### src/rtl/random_word_collector.sv
// Packs strobed random bits MSB-first into WIDTH-bit words behind a 2-entry
// output buffer, with a sticky repetition-count health test.
module random_word_collector #(
  parameter int WIDTH     = 8,
  parameter int REP_LIMIT = 16
) (
  input  logic             clk,
  input  logic             rst_n,
  input  logic             bit_strobe,
  input  logic             bit_in,
  input  logic             clear_fail,
  output logic [WIDTH-1:0] word_out,
  output logic             word_valid,
  input  logic             word_ready,
  output logic             health_fail,
  output logic             overflow
);

  localparam int CW = $clog2(WIDTH);
  localparam int RW = $clog2(REP_LIMIT + 1);

  typedef enum logic {COLLECT, FAILED} state_t;

  state_t           state, state_next;
  logic [CW-1:0]    count;
  logic [WIDTH-2:0] partial;
  logic [RW-1:0]    run, run_next;
  logic             last_bit;
  logic [WIDTH-1:0] head, tail, shifted;
  logic             head_v, tail_v;
  logic             accept, trip, complete, push, drop, pop;

  assign shifted    = {partial, bit_in};
  assign pop        = head_v && word_ready;
  assign word_out   = head;
  assign word_valid = head_v;

  always_ff @(posedge clk or negedge rst_n) begin
    if (!rst_n) state <= COLLECT;
    else        state <= state_next;
  end

  always_comb begin
    state_next = state;
    if (clear_fail)  state_next = COLLECT;
    else if (trip)   state_next = FAILED;
  end

  // run == 0 marks "no previous bit" after reset or clear_fail
  always_comb begin
    accept   = (state == COLLECT) && bit_strobe && !clear_fail;
    run_next = RW'(1);
    if (run != '0 && bit_in == last_bit)
      run_next = (run == RW'(REP_LIMIT)) ? run : run + RW'(1);
    trip     = accept && (run_next == RW'(REP_LIMIT));
    complete = accept && !trip && (count == CW'(WIDTH - 1));
    push     = complete && (!tail_v || pop);
    drop     = complete && !push;
  end

  always_ff @(posedge clk or negedge rst_n) begin
    if (!rst_n) begin
      count       <= '0;
      partial     <= '0;
      run         <= '0;
      last_bit    <= 1'b0;
      health_fail <= 1'b0;
      overflow    <= 1'b0;
    end else if (clear_fail) begin
      count       <= '0;
      partial     <= '0;
      run         <= '0;
      last_bit    <= 1'b0;
      health_fail <= 1'b0;
      overflow    <= 1'b0;
    end else if (accept) begin
      run      <= run_next;
      last_bit <= bit_in;
      if (trip) begin
        count       <= '0;
        partial     <= '0;
        health_fail <= 1'b1;
      end else if (complete) begin
        count <= '0;
        if (drop) overflow <= 1'b1;
      end else begin
        count   <= count + CW'(1);
        partial <= shifted[WIDTH-2:0];
      end
    end
  end

  // Head register drives word_out directly; tail shifts forward on pop.
  always_ff @(posedge clk or negedge rst_n) begin
    if (!rst_n) begin
      head   <= '0;
      tail   <= '0;
      head_v <= 1'b0;
      tail_v <= 1'b0;
    end else begin
      case ({push, pop})
        2'b10: begin
          if (!head_v) begin
            head   <= shifted;
            head_v <= 1'b1;
          end else begin
            tail   <= shifted;
            tail_v <= 1'b1;
          end
        end
        2'b01: begin
          if (tail_v) begin
            head   <= tail;
            tail_v <= 1'b0;
          end else begin
            head_v <= 1'b0;
          end
        end
        2'b11: begin
          if (tail_v) begin
            head <= tail;
            tail <= shifted;
          end else begin
            head <= shifted;
          end
        end
        default: ;
      endcase
    end
  end

endmodule

### config.mk
export PLATFORM = sky130hd
export DESIGN_NAME = random_word_collector
export DESIGN_NICKNAME = d
export VERILOG_FILES = /design/src/rtl/random_word_collector.sv
export SDC_FILE = /design/constraint.sdc
export NUM_CORES = 1
export LEC_CHECK = 0
export BUFFER_PORTS_ARGS = -buffer_cell sky130_fd_sc_hd__buf_2
export CORE_ASPECT_RATIO = 0.9
export CORE_MARGIN = 3
export CORE_UTILIZATION = 45
export DETAILED_ROUTE_END_ITERATION = 6
export GPL_TIMING_DRIVEN = 1
export SLEW_MARGIN = 10
export SYNTH_ARGS = -nofsm -noshare
export SYNTH_HDL_FRONTEND = slang
export SYNTH_SLANG_ARGS = --single-unit
### constraint.sdc
create_clock -name clk -period 4.8 [get_ports clk]
set_input_delay 0.96 -clock clk [delete_from_list [all_inputs] [get_ports clk]]
set_output_delay 0.96 -clock clk [all_outputs]
set_load 0.01 [all_outputs]
==> tab_implementation.tex <==
\begin{tabular}{lr}
\hline
Metric & Value \\
\hline
\multicolumn{2}{l}{\textbf{Cells and area}} \\
Multi-input combinational cell area & just under 900 µm² \\
Area overhead of the layout relative to synthesis & 10.8\% \\
Reg area & slightly above 900 µm² \\
Post-layout nets & around 180 \\
Fin cells & approximately 220 \\
Diodes inserted & 0 \\
Share of cells above drive strength 1 & 0.337 \\
Layout filler cell count & $\sim$340 \\
Final design area excluding fillers & 0.00206 mm² \\
\multicolumn{2}{l}{\textbf{Clock tree}} \\
Clock tree root buffer cell & sky130\_fd\_sc\_hd\_\_clkbuf\_8 \\
Number of clock sinks & 37 \\
Count of cells resized by post-cts repair & 0 \\
Clk buf depth & 2 \\
Clock transition at the registers of the reported paths & $\sim$0.07 ns \\
Post-CTS setup buffers & 0 \\
CTS tree & built \\
Total number of H-tree levels & 2 \\
Hold-fix buffer count after cts & 0 \\
Clock Latency Late Sink & $\sim$0.29 ns \\
Number of buffers added by the clock tree synthesis step & 5 \\
\multicolumn{2}{l}{\textbf{Critical path}} \\
Critical path start-end classification & flip-flop to flip-flop \\
Req. time, crit path & roughly 5 ns \\
Length in cells of the worst reg-to-reg path & 8 \\
Most frequent cell on the critical path & sky130\_fd\_sc\_hd\_\_mux2\_2 \\
Reg2reg start & run[0]\$\_DFFE\_PN0P\_ \\
Cell with the biggest individual delay on the critical path & sky130\_fd\_sc\_hd\_\_dfrtp\_1 \\
Cell chain of the critical path & inv\_1 -> ha\_1 -> nor3b\_2 -> nor4\_2 -> o311ai\_2 -> a21oi\_2 -> mux2\_2 -> mux2\_2 \\
Kind of start point of the critical path & flip-flop \\
Critical Path Fanout Max & 9 \\
Capturing element type of the critical path & flip-flop \\
Worst reg-to-reg setup slack & between 2 and 2.5 ns \\
Critical R2R Capture & word\_out[5]\$\_DFFE\_PN0P\_ \\
Maximum cell stage delay along the critical path & about 0.51 ns \\
Crit path DAT & 2.90 ns \\
\multicolumn{2}{l}{\textbf{Logic synthesis}} \\
Flip-flop cell with the highest count after synthesis & sky130\_fd\_sc\_hd\_\_dfrtp\_1 \\
Netlist Area Pre-Place & $\sim$0.0019 mm² \\
Synth warnings & 0 \\
FF+latch count, synth & 37 \\
Fraction of synthesized cell area taken by the top area cell type & 0.498 \\
Post-Syn Instances & 156 \\
Post-synthesis cell type count & 40 \\
Sequential element share of the synthesized area & 0.498 \\
Top cells by area, synth & sky130\_fd\_sc\_hd\_\_dfrtp\_1 (50\%), sky130\_fd\_sc\_hd\_\_mux2\_2 (15\%), sky130\_fd\_sc\_hd\_\_a22o\_1 (4.7\%) \\
Fraction of synthesis flops using an asynchronous set or reset pin & 1.00 \\
Post-synthesis area per instance & $\sim$12 µm² \\
Post-synth EDFFs & 0 \\
Most used standard cell by instance count after synthesis & sky130\_fd\_sc\_hd\_\_dfrtp\_1 \\
Syn Nets & roughly 170 \\
Most area-hungry cell type in the Yosys netlist & sky130\_fd\_sc\_hd\_\_dfrtp\_1 \\
Most used standard cells in the synthesized netlist & sky130\_fd\_sc\_hd\_\_dfrtp\_1 (37), sky130\_fd\_sc\_hd\_\_mux2\_2 (24), sky130\_fd\_sc\_hd\_\_a21oi\_1 (10), sky130\_fd\_sc\_hd\_\_a22o\_1 (10), sky130\_fd\_sc\_hd\_\_nor2\_1 (9) \\
\multicolumn{2}{l}{\textbf{Die}} \\
Die ar. & between 0.004 and 0.005 mm² \\
Starting utilization of the core area & 0.484 \\
Core Footprint & 0.00384 mm² \\
Die Y & 67.0 µm \\
Top Ports & 17 \\
Count of standard-cell rows & 21 \\
Width of the chip & roughly 74 µm \\
\multicolumn{2}{l}{\textbf{GRT}} \\
Initial antenna violation count & 0 \\
Congestion Overflow GR & 0 \\
Total global-route track usage & 0.162 \\
Wire length of the first global-routing pass & between 5000 and 6000 µm \\
Vias in the first global route & 1211 \\
Pin count of the biggest net entering global routing & 38 \\
\multicolumn{2}{l}{\textbf{Timing}} \\
Final setup TNS & 0 ns \\
Hold violation total from the final report & 0 \\
Least-Margin Pin Slew & roughly 0.79 ns \\
Min cycle time layout & about 2.7 ns \\
Max Clock Freq & between 300 and 400 MHz \\
Hold Slack & 0.497 ns \\
Unrepaired setup endpoints after global routing & false \\
Period Utilization, post-route & 0.567 \\
Worst slew margin relative to its limit & 0.472 \\
Final setup viols & 0 \\
Max Slew Vio Count & 0 \\
Final Skew & about 0.0044 ns \\
\multicolumn{2}{l}{\textbf{Pwr}} \\
Static power due to leakage & a little under 1 nW \\
Cell area power density & roughly 310 mW/mm² \\
Max IR drop VDD & approximately 200 µV \\
\multicolumn{2}{l}{\textbf{Drt}} \\
Routed len/inst & about 15 µm \\
Via-to-Cell Ratio & around 5.6 \\
Post-detailed-route count of antenna-violating nets & 0 \\
Number of vias in the routed layout & between 1k and 1.5k \\
Final routed wirelength across all metal layers & about 3400 µm \\
Final routed DRC violation total & 0 \\
Number of DRC markers after the initial detailed-route iteration & 73 \\
Drt pass-1 iters & 4 \\
\multicolumn{2}{l}{\textbf{Placed design}} \\
Count of buffers from port buffering & 16 \\
Routability cong. & roughly 0.9 \\
Instance area at placement & 0.00197 mm² \\
Total half-perimeter wirelength after legalization and detailed placement & approximately 2400 µm \\
Instance count after placement with tap cells included & approximately 210 \\
\multicolumn{2}{l}{\textbf{Hold path}} \\
Number of instances on the worst hold path & 1 \\
Worst Hold Endpoint & tail[2]\$\_DFFE\_PN0P\_ \\
Min-Delay Path Class & flip-flop to flip-flop \\
Start point of the worst min-delay path & tail[2]\$\_DFFE\_PN0P\_ \\
\multicolumn{2}{l}{\textbf{Flow run}} \\
Maximum capacitance violations & 0 \\
\multicolumn{2}{l}{\textbf{Outcome}} \\
Outcome & complete, no violations \\
\hline
\end{tabular}
-- worst max-delay path by stage --
stage | from | end | slack, ns | cells after the start
floorplan | clear_fail | word_out[0]$_DFFE_PN0P_ | 2.28 | 6
global placement | clear_fail | word_out[4]$_DFFE_PN0P_ | 1.86 | 7
detailed placement | bit_in | tail[5]$_DFFE_PN0P_ | 1.80 | 7
CTS | run[0]$_DFFE_PN0P_ | word_out[5]$_DFFE_PN0P_ | 2.05 | 8
global route | run[0]$_DFFE_PN0P_ | word_out[2]$_DFFE_PN0P_ | 1.89 | 8
finish | run[0]$_DFFE_PN0P_ | word_out[5]$_DFFE_PN0P_ | 2.08 | 8
-- report_power, final --
part / total, mW / leakage (nW) / switching [mW] / internal [mW]
Sequential: 0.339 / 0.504 / 0.0111 / 0.328
Clock: 0.211 / 0.0439 / 0.111 / 0.100
Combinational: 0.0874 / 0.434 / 0.0504 / 0.0371
Total: 0.638 / 0.982 / 0.172 / 0.465
-- cells by family after synthesis --
group           count (synthesis)  synth area share
simple gates                   40             0.137
compound gates                 37             0.152
flops                          37             0.498
mux                            26             0.157
buf+inv                        11            0.0242
fa+ha+maj                       4            0.0269
xor+xnor                        1           0.00471
-- critical path, delay by kind of cell, from the launching register on --
| family | cells | cell delay (ns) |
|---|---|---|
| AO/OA/AOI/OAI | 2 | 0.58 |
| buffers and inverters | 1 | 0.11 |
| flip-flops | 1 | 0.51 |
| adder cells (fa/ha/maj) | 1 | 0.23 |
| multiplexers | 2 | 0.66 |
| AND/OR/NAND/NOR | 2 | 0.53 |
-- cell type report --
cell class                      instances  share of cell area
Sequential cell                        37               0.450
Clock buffer                            5              0.0334
Multi-Input combinational cell        108               0.431
Inverter                                6              0.0109
Timing Repair Buffer                   16              0.0389
Tap cell                               46              0.0279
Clock inverter                          3             0.00851
-- routing by layer --
layer | global-route usage | share of wire | vias to the layer above
li1 | - | - | 611
met4 | 0.0588 | 0.0050 | 0
met1 | 0.220 | 0.51 | 611
met5 | 0 | 0 | -
met3 | 0.0573 | 0.034 | 4
met2 | 0.236 | 0.45 | 18
-- cell usage in the layout (no fill, tap or decap), types with 5 or more instances in the layout --
cell	netlist	final
sky130_fd_sc_hd__inv_1	6	6
sky130_fd_sc_hd__a21oi_1	10	10
sky130_fd_sc_hd__nand3_1	5	5
sky130_fd_sc_hd__nand2_1	7	7
sky130_fd_sc_hd__buf_2	2	16
sky130_fd_sc_hd__nor2_1	9	9
sky130_fd_sc_hd__mux2_2	24	24
sky130_fd_sc_hd__a22o_1	10	10
sky130_fd_sc_hd__clkbuf_8	0	5
sky130_fd_sc_hd__dfrtp_1	37	37
-- stage by stage --
stage                     total power, mW  utilization  setup WS [ns]
after floorplan                     0.401            -           2.28
after global placement              0.432        0.514           1.86
after detailed placement            0.435        0.514           1.80
after CTS                           0.647        0.537           2.05
after global routing                0.672        0.537           1.89
final                               0.638        0.537           2.08
-- state kept, by name (all words and copies together), names as in the netlist --
register,flops
count,3
health_fail,1
last_bit,1
overflow,1
partial,7
run,5
state,1
tail,8
tail_v,1
word_out,8
word_valid,1
(Power assumes the default switching activity.)
